**src/rtl/pspin_hostmem_dma_wr_arb.sv**
```systemverilog
// Round-robin arbiter sharing one DMA write-descriptor channel among PORTS requesters,
// tagging each descriptor with its port index and steering completions back by that index.
//
// state | meaning
// IDLE  | pick the next requester (round robin) if an outstanding slot is free
// ISSUE | hold the captured descriptor on m_axis until the DMA interface accepts it
module pspin_hostmem_dma_wr_arb #(
   parameter int PORTS           = 4,
   parameter int ADDR_WIDTH      = 64,
   parameter int RAM_SEL_WIDTH   = 4,
   parameter int RAM_ADDR_WIDTH  = 20,
   parameter int DMA_LEN_WIDTH   = 16,
   parameter int S_TAG_WIDTH     = 8,
   parameter int CL_PORTS        = $clog2(PORTS),
   parameter int M_TAG_WIDTH     = S_TAG_WIDTH + CL_PORTS,
   parameter int MAX_OUTSTANDING = 8,
   parameter int CNT_WIDTH       = $clog2(MAX_OUTSTANDING + 1)
) (
   input  logic                                clk,
   input  logic                                rstn,
   input  logic [PORTS*ADDR_WIDTH-1:0]         s_axis_write_desc_dma_addr,
   input  logic [PORTS*RAM_SEL_WIDTH-1:0]      s_axis_write_desc_ram_sel,
   input  logic [PORTS*RAM_ADDR_WIDTH-1:0]     s_axis_write_desc_ram_addr,
   input  logic [PORTS*DMA_LEN_WIDTH-1:0]      s_axis_write_desc_len,
   input  logic [PORTS*S_TAG_WIDTH-1:0]        s_axis_write_desc_tag,
   input  logic [PORTS-1:0]                    s_axis_write_desc_valid,
   output logic [PORTS-1:0]                    s_axis_write_desc_ready,
   output logic [ADDR_WIDTH-1:0]               m_axis_write_desc_dma_addr,
   output logic [RAM_SEL_WIDTH-1:0]            m_axis_write_desc_ram_sel,
   output logic [RAM_ADDR_WIDTH-1:0]           m_axis_write_desc_ram_addr,
   output logic [DMA_LEN_WIDTH-1:0]            m_axis_write_desc_len,
   output logic [M_TAG_WIDTH-1:0]              m_axis_write_desc_tag,
   output logic                                m_axis_write_desc_valid,
   input  logic                                m_axis_write_desc_ready,
   input  logic [M_TAG_WIDTH-1:0]              s_axis_write_desc_status_tag,
   input  logic [3:0]                          s_axis_write_desc_status_error,
   input  logic                                s_axis_write_desc_status_valid,
   output logic [PORTS*S_TAG_WIDTH-1:0]        m_axis_write_desc_status_tag,
   output logic [PORTS*4-1:0]                  m_axis_write_desc_status_error,
   output logic [PORTS-1:0]                    m_axis_write_desc_status_valid,
   output logic [CNT_WIDTH-1:0]                outstanding,
   output logic                                err_status
);

   typedef enum logic {IDLE, ISSUE} state_e;

   state_e                       state_q, state_d;
   logic [CL_PORTS-1:0]          rr_q, rr_d;
   logic [CNT_WIDTH-1:0]         outstanding_q, outstanding_d;
   logic                         err_q, err_d;
   logic [ADDR_WIDTH-1:0]        m_addr_q, m_addr_d;
   logic [RAM_SEL_WIDTH-1:0]     m_sel_q, m_sel_d;
   logic [RAM_ADDR_WIDTH-1:0]    m_raddr_q, m_raddr_d;
   logic [DMA_LEN_WIDTH-1:0]     m_len_q, m_len_d;
   logic [M_TAG_WIDTH-1:0]       m_tag_q, m_tag_d;
   logic                         m_valid_q, m_valid_d;
   logic [PORTS*S_TAG_WIDTH-1:0] st_tag_q, st_tag_d;
   logic [PORTS*4-1:0]           st_err_q, st_err_d;
   logic [PORTS-1:0]             st_valid_q, st_valid_d;

   logic [CL_PORTS-1:0]          grant;
   logic                         grant_vld;
   logic [CL_PORTS:0]            idx_w;
   logic [CL_PORTS-1:0]          idx;
   logic                         slot_ok;
   logic                         take;
   logic                         issue;
   logic [CL_PORTS-1:0]          st_port;
   logic                         st_port_ok;
   logic                         st_dec;

   // First requesting port at or above the round-robin pointer, wrapping around.
   always_comb begin
      grant     = '0;
      grant_vld = 1'b0;
      idx_w     = '0;
      idx       = '0;
      for (int i = 0; i < PORTS; i++) begin
         idx_w = {1'b0, rr_q} + (CL_PORTS+1)'(i);
         if (idx_w >= (CL_PORTS+1)'(PORTS))
            idx_w = idx_w - (CL_PORTS+1)'(PORTS);
         idx = idx_w[CL_PORTS-1:0];
         if (!grant_vld && s_axis_write_desc_valid[idx]) begin
            grant_vld = 1'b1;
            grant     = idx;
         end
      end
   end

   assign slot_ok    = outstanding_q < CNT_WIDTH'(MAX_OUTSTANDING);
   assign take       = (state_q == IDLE) && slot_ok && grant_vld;
   assign issue      = (state_q == ISSUE) && m_axis_write_desc_ready;
   assign st_port    = s_axis_write_desc_status_tag[M_TAG_WIDTH-1:S_TAG_WIDTH];
   assign st_port_ok = {1'b0, st_port} < (CL_PORTS+1)'(PORTS);
   assign st_dec     = s_axis_write_desc_status_valid && (outstanding_q != '0);

   // Ready is forced low while reset is asserted so no requester sees a phantom accept.
   assign s_axis_write_desc_ready = (rstn && take) ? (PORTS'(1) << grant) : '0;

   always_comb begin
      state_d       = state_q;
      rr_d          = rr_q;
      m_addr_d      = m_addr_q;
      m_sel_d       = m_sel_q;
      m_raddr_d     = m_raddr_q;
      m_len_d       = m_len_q;
      m_tag_d       = m_tag_q;
      m_valid_d     = m_valid_q;
      outstanding_d = outstanding_q;
      err_d         = err_q;
      st_tag_d      = st_tag_q;
      st_err_d      = st_err_q;
      st_valid_d    = '0;

      case (state_q)
         IDLE: begin
            if (take) begin
               m_addr_d  = s_axis_write_desc_dma_addr[grant*ADDR_WIDTH +: ADDR_WIDTH];
               m_sel_d   = s_axis_write_desc_ram_sel[grant*RAM_SEL_WIDTH +: RAM_SEL_WIDTH];
               m_raddr_d = s_axis_write_desc_ram_addr[grant*RAM_ADDR_WIDTH +: RAM_ADDR_WIDTH];
               m_len_d   = s_axis_write_desc_len[grant*DMA_LEN_WIDTH +: DMA_LEN_WIDTH];
               m_tag_d   = {grant, s_axis_write_desc_tag[grant*S_TAG_WIDTH +: S_TAG_WIDTH]};
               m_valid_d = 1'b1;
               if ({1'b0, grant} == (CL_PORTS+1)'(PORTS - 1))
                  rr_d = '0;
               else
                  rr_d = grant + CL_PORTS'(1);
               state_d = ISSUE;
            end
         end
         ISSUE: begin
            if (m_axis_write_desc_ready) begin
               m_valid_d = 1'b0;
               state_d   = IDLE;
            end
         end
         default: state_d = IDLE;
      endcase

      // A completion and an issue in the same cycle cancel out.
      if (issue && !st_dec)
         outstanding_d = outstanding_q + CNT_WIDTH'(1);
      else if (!issue && st_dec)
         outstanding_d = outstanding_q - CNT_WIDTH'(1);

      if (s_axis_write_desc_status_valid) begin
         if (outstanding_q == '0 || !st_port_ok)
            err_d = 1'b1;
         if (st_port_ok) begin
            st_valid_d[st_port]                      = 1'b1;
            st_tag_d[st_port*S_TAG_WIDTH +: S_TAG_WIDTH] =
               s_axis_write_desc_status_tag[S_TAG_WIDTH-1:0];
            st_err_d[st_port*4 +: 4]                 = s_axis_write_desc_status_error;
         end
      end
   end

   always_ff @(posedge clk or negedge rstn) begin
      if (!rstn) begin
         state_q       <= IDLE;
         rr_q          <= '0;
         outstanding_q <= '0;
         err_q         <= 1'b0;
         m_addr_q      <= '0;
         m_sel_q       <= '0;
         m_raddr_q     <= '0;
         m_len_q       <= '0;
         m_tag_q       <= '0;
         m_valid_q     <= 1'b0;
         st_tag_q      <= '0;
         st_err_q      <= '0;
         st_valid_q    <= '0;
      end else begin
         state_q       <= state_d;
         rr_q          <= rr_d;
         outstanding_q <= outstanding_d;
         err_q         <= err_d;
         m_addr_q      <= m_addr_d;
         m_sel_q       <= m_sel_d;
         m_raddr_q     <= m_raddr_d;
         m_len_q       <= m_len_d;
         m_tag_q       <= m_tag_d;
         m_valid_q     <= m_valid_d;
         st_tag_q      <= st_tag_d;
         st_err_q      <= st_err_d;
         st_valid_q    <= st_valid_d;
      end
   end

   assign m_axis_write_desc_dma_addr     = m_addr_q;
   assign m_axis_write_desc_ram_sel      = m_sel_q;
   assign m_axis_write_desc_ram_addr     = m_raddr_q;
   assign m_axis_write_desc_len          = m_len_q;
   assign m_axis_write_desc_tag          = m_tag_q;
   assign m_axis_write_desc_valid        = m_valid_q;
   assign m_axis_write_desc_status_tag   = st_tag_q;
   assign m_axis_write_desc_status_error = st_err_q;
   assign m_axis_write_desc_status_valid = st_valid_q;
   assign outstanding                    = outstanding_q;
   assign err_status                     = err_q;

endmodule

```
**config.mk**
```make
export PLATFORM = sky130hd
export DESIGN_NAME = pspin_hostmem_dma_wr_arb
export DESIGN_NICKNAME = d
export VERILOG_FILES = /design/src/rtl/pspin_hostmem_dma_wr_arb.sv
export SDC_FILE = /design/constraint.sdc
export NUM_CORES = 1
export LEC_CHECK = 0
export BUFFER_PORTS_ARGS = -buffer_cell sky130_fd_sc_hd__buf_2
export CORE_AREA = 2 2 252 254
export DETAILED_ROUTE_END_ITERATION = 6
export DIE_AREA = 0 0 254 256
export PLACE_DENSITY = 0.46
export SYNTH_ARGS = -nofsm -noshare
export SYNTH_HDL_FRONTEND = slang
export SYNTH_SLANG_ARGS = --single-unit
export TNS_END_PERCENT = 10
```
**constraint.sdc**
```tcl
create_clock -name clk -period 4.6 [get_ports clk]
set_input_delay 0.46 -clock clk [delete_from_list [all_inputs] [get_ports clk]]
set_output_delay 0.46 -clock clk [all_outputs]
set_load 0.05 [all_outputs]
```
Yosys cells after proc, flatten, opt, wreduce, memory -nomap -nowiden --
Cells that the tools add are included. W data, S select, Z words.
Cells by class: add/sub/neg operators 12, multiply operators 1, $lt $le $gt $ge 11, eq/ne operators 3, shift operators 10, mux-type cells 35, bitwise logic cells 1, reductions and logical operators 22
Operator list (number):
- $shiftx A256 B9 Y64 | 1
- $shiftx A80 B8 Y20 | 1
- $shiftx A64 B7 Y16 | 1
- $neg A4 Y34 | 1
- $neg A5 Y34 | 1
- $shift A4 B34 Y16 const A | 1
- $shift A8 B34 Y32 const A | 1
- $shiftx A4 B34 Y16 | 1
- $shiftx A8 B34 Y32 | 1
- $bwmux W32 | 1
- $shiftx A32 B6 Y8 | 1
- $mux W2 | 9
- $bwmux W16 | 1
- $mux W4 | 4
- $shiftx A16 B5 Y4 | 1
- $lt A2 B3 Y1 const B | 5
- $mux W1 | 13
- $logic_and A1 B1 Y1 | 11
- $ge A3 B3 Y1 const B | 3
- $bmux W1 S2 | 4
- $sub A2 B1 Y2 const B | 4
- $add A2 B2 Y3 const B | 2
- $reduce_and A2 Y1 | 3
- $logic_not A1 Y1 | 5
- 17 further kinds | 19
Storage, ports and cells: bits in registers 175, input bits 470, output and inout port bits 176, logic and storage cells 108

Logic depth before layout (Yosys ltp) --
depth in word-level cells 17, mapped depth 10, gate-level depth less buffers 10

Worst setup path after synthesis --
No wires, ideal clock.
path kind input-to-output, start point input s_axis_write_desc_valid[2], end point output s_axis_write_desc_ready[0], arrival time 2.145 ns, required time 4.140 ns, path slack 1.995 ns, stages 6, path buffers 3, path through buf_2 > nor2b_2 > o31ai_4 > buf_4 > buf_2 > nor2b_1
On the way: word-level cells in the longest chain between the ends 15, elaborated cells between the ends (all ways) 26, those cells by class shift (1); mux (17); reduce/logical (8)
RTL lines:
- start: declaration | line 26 | input logic [PORTS-1:0] s_axis_write_desc_valid,
- $bmux W1 S2 | line 83 | if (!grant_vld && s_axis_write_desc_valid[idx]) begin
- $mux W1 (not written as such) | line 83
- $mux W1 | line 83
- $logic_not A1 Y1 | line 83
- $logic_and A1 B1 Y1 | line 83
- $mux W1 | line 83
- $logic_not A1 Y1 | line 83
- $logic_and A1 B1 Y1 | line 83
- $mux W1 | line 83
- $logic_not A1 Y1 | line 83
- $logic_and A1 B1 Y1 | line 83
- $mux W1 | line 83
- $logic_and A1 B1 Y1 | line 91 | assign take = (state_q == IDLE) && slot_ok && grant_vld;
- $logic_and A1 B1 Y1 | line 98 | assign s_axis_write_desc_ready = (rstn && take) ? (PORTS'(1) << grant) : '0;
- $mux W4 (*) | line 98
- end: declaration | line 27 | output logic [PORTS-1:0] s_axis_write_desc_ready,
Every way passes the cells marked *; elsewhere a longest branch is shown, timed or not. The select of a mux whose other input is x is not followed.

Worst setup path in the final report --
start point register rr_q[1], end point output s_axis_write_desc_ready[2]
On the way: word-level cells in the longest chain between the ends 17, elaborated cells between the ends (all ways) 41, those cells by class add/sub (7); order compare (4); shift (1); mux (21); reduce/logical (8)
RTL lines:
- start: declaration | line 48 | logic [CL_PORTS-1:0] rr_q, rr_d;
- start signal: assignment | line 175 | rr_q <= rr_d;
- parallel branches: the longest is 16 deep, another holds $add A2 B1 Y3
- $mux W4 (*) | line 98
Every way passes the cells marked *. The select of a mux whose other input is x is not followed.

==> impl_metrics.ini <==
[clock_tree]
cts_root_buf = clkbuf_16
clock_latency_ps = 480
cts_buffers = 17
cts_resized = 0
path_clk_slew_ps = 80
clock_sinks = 175
post_cts_buffers = 0
cts_tree = yes
cts_buffer_depth = 2
htree_levels = 4

[die]
die_height_um = 256
initial_core_util_pct = 16.0
die_w_um = 254
coreArea_mm2 = 0.0624
num_rows = 92
io_pins = 646
design.die.area_mm2 = 0.0650

[pwr]
p_leak_nw = 6.97
vdd_drop_max_v = 0.000491
power.total_mw = 10.4
p_per_area_mw_per_mm2 = 703

[sta]
hold_viol = 0
period_minus_slack_ps = 2880
setup_tns_ps = 0
skew_ps = 11.6
rsz0062_at_grt = false
max_freq_mhz = 347
max_slew_margin_pct = 15.2
setup_violations = 0
worst_pin_slew_ps = 1270
fin_crit_sh_pct = 62.6
finalMaxSlewViolations = 0

[cells_and_area]
syn_to_final_growth_pct = 47.8
nNetsFinal = 2069
drive_above_1_share_pct = 45.4
final_common_cell = buf_2
final_cell_mix = buf_2, dfrtp_1, o21ai_0, mux2i_1, nor2_1

[status]
violations = DRC
outcome = finished, violations left

[grt]
grt_max_degree = 116
gr-usage-all-layers_pct = 14.3
grt_pass1_wl_mm = 69.8
antenna_found_initial = 10
first_global_vias = 11200
grt-ovfl-total = 0

[logic_synthesis]
synth.distinct_cells = 47
netlist_instances = 1001
synth_area_per_cell_um2 = 9.98
ys_ff_latch = 175
yosysSeqAreaShare_pct = 43.8
syn_area_mm2 = 0.00999
yosys_warnings = 0
syn_nets = 1480

[routing]
drcViolationCount = 5
first_pass_iters = 7
vias_per_cell = 4.51
ant_nets = 0
drt_wl_total_mm = 48.3
vias = 11100
drtIter0Drc = 842
wl_per_cell_um = 19.7

[critical_path]
worst_setup_path_start_kind = flop
endpoint_kind = output pin
cp.required_ps = 4140
arrival_ps = 2420
cp-startpoint = rr_q[1]$_DFFE_PN0P_
critical_path_class = flop to output pin
crit_path_max_fanout = 28
path_buf_inv = 2
reg2reg_from = rr_q[0]$_DFFE_PN0P_
path_cells = nand2b_1 > a21boi_2 > buf_4 > nand2_1 > nor2_1 > buf_2
max_stage_delay_ps = 620
cp_top_family = flip-flops
critPathSlowestCell = dfrtp_1

[hold_path]
min_from = m_axis_write_desc_ready
min_path_type = primary input to flop

[place]
routabilityCongestion = 0.856
placement.io_buffers = 645
dp_hpwl_mm = 35.4

[job]
drv_cap = 0
==> registers in the layout, summed over array words and instances (netlist names) <==
register                        cells
err_status                          1
rr_q                                2
outstanding                         4
m_axis_write_desc_dma_addr         64
m_axis_write_desc_valid             1
m_axis_write_desc_ram_addr         20
m_axis_write_desc_status_error     16
m_axis_write_desc_tag              10
m_axis_write_desc_status_valid      4
m_axis_write_desc_status_tag       32
m_axis_write_desc_len              16
state_q                             1
m_axis_write_desc_ram_sel           4
==> through the flow <==
step	cell area [µm²]	instances	setup WS, ps	hold slack [ps]	utilization (%)
after detailed placement	14100	2416	1710	462	22.6
after CTS	14800	2449	1640	111	23.6
after global routing	14800	2453	1500	140	23.7
after global placement	14100	2416	1730	458	22.6
after floorplan	9990	1001	2000	164	-
final	14800	2453	1720	173	23.7
==> worst paths after layout <==
kind,to,slack (ps),depth (start not counted)
max,s_axis_write_desc_ready[2],1720,6
min,state_q$_DFF_PN0_,170,2
max reg2reg,m_axis_write_desc_ram_addr[15]$_DFFE_PN0P_,2110,7
min reg2reg,m_axis_write_desc_tag[8]$_DFFE_PN0P_,470,1
max in group asynchronous,rr_q[1]$_DFFE_PN0P_,2930,3
min in group asynchronous,m_axis_write_desc_dma_addr[6]$_DFFE_PN0P_,520,2
==> layout make-up <==
class,instances,area (µm²)
clock inverter,15,224
inverter,10,37.5
tap,846,1060
sequential,175,4380
fill,6883,47600
multi-input combinational,712,5110
antenna,4,10.0
clock buffer,17,425
timing repair buffer,674,3520
==> metal layers <==
metal  GRT usage [%]  routed length [µm]  share of wire (%)  vias to the layer above
met4            6.86                1890                3.9                       10
met5               0                  66               0.14                        -
li1                -                   -                  -                     5115
met2            23.7               23100                 48                      492
met1            17.1               19600                 41                     5365
met3            3.99                3610                7.5                       84
==> where the power goes <==
group	switching (mW)	leakage, nW	total [mW]	internal (mW)
sequential	0.452	2.04	2.55	2.10
clock	0.854	0.308	1.61	0.759
combinational	4.33	4.63	6.21	1.88
==> synthesized netlist by cell type, drive strengths merged <==
library cell	instances	share of area, %
nor3b	1	0.13
a21oi	3	0.19
a41oi	27	2.4
o22ai	86	5.5
nand2b	2	0.13
nand2	10	0.38
o21a	1	0.075
inv	10	0.38
o21bai	3	0.26
nor4b	1	0.088
fa	1	0.20
dfrtp	175	44
a211o	1	0.088
nor2	92	3.5
a21o	4	0.30
o211a	1	0.10
and2	2	0.13
a211oi	1	0.13
nor2b	6	0.43
ha	8	1.0
and3	1	0.063
nand3	28	1.4
clkbuf	45	1.7
mux2	1	0.11
a22o	48	4.2
o31ai	1	0.21
o22a	1	0.088
buf	59	3.6
o21ai	145	7.3
o221ai	1	0.15
o2bb2ai	27	2.4
mux2i	112	11
nor3	2	0.20
xor2	1	0.088
a21boi	2	0.19
nor4	4	0.25
a221oi	85	7.5
xnor2	3	0.26
==> timing repair <==
action                                  4_1_cts  5_1_grt
hold buffers                                  1        0
hold endpoints to repair                     25        0
endpoints found under the setup margin        0        0
==> kinds of logic (layout without fill, tap and decap cells) <==
kind of cell | count (synthesis) | in the layout | synth area share (%)
AOI/OAI and AO/OA | 437 | 437 | 31.0
DFF | 175 | 175 | 43.8
and+or+nand+nor | 149 | 149 | 6.64
buffers and inverters | 114 | 716 | 5.69
muxes | 113 | 113 | 11.3
adders and majority gates | 9 | 9 | 1.20
xor gates and xnor gates | 4 | 4 | 0.351
other | 0 | 4 | 0
No activity file was read; power rests on OpenSTA's default activity.
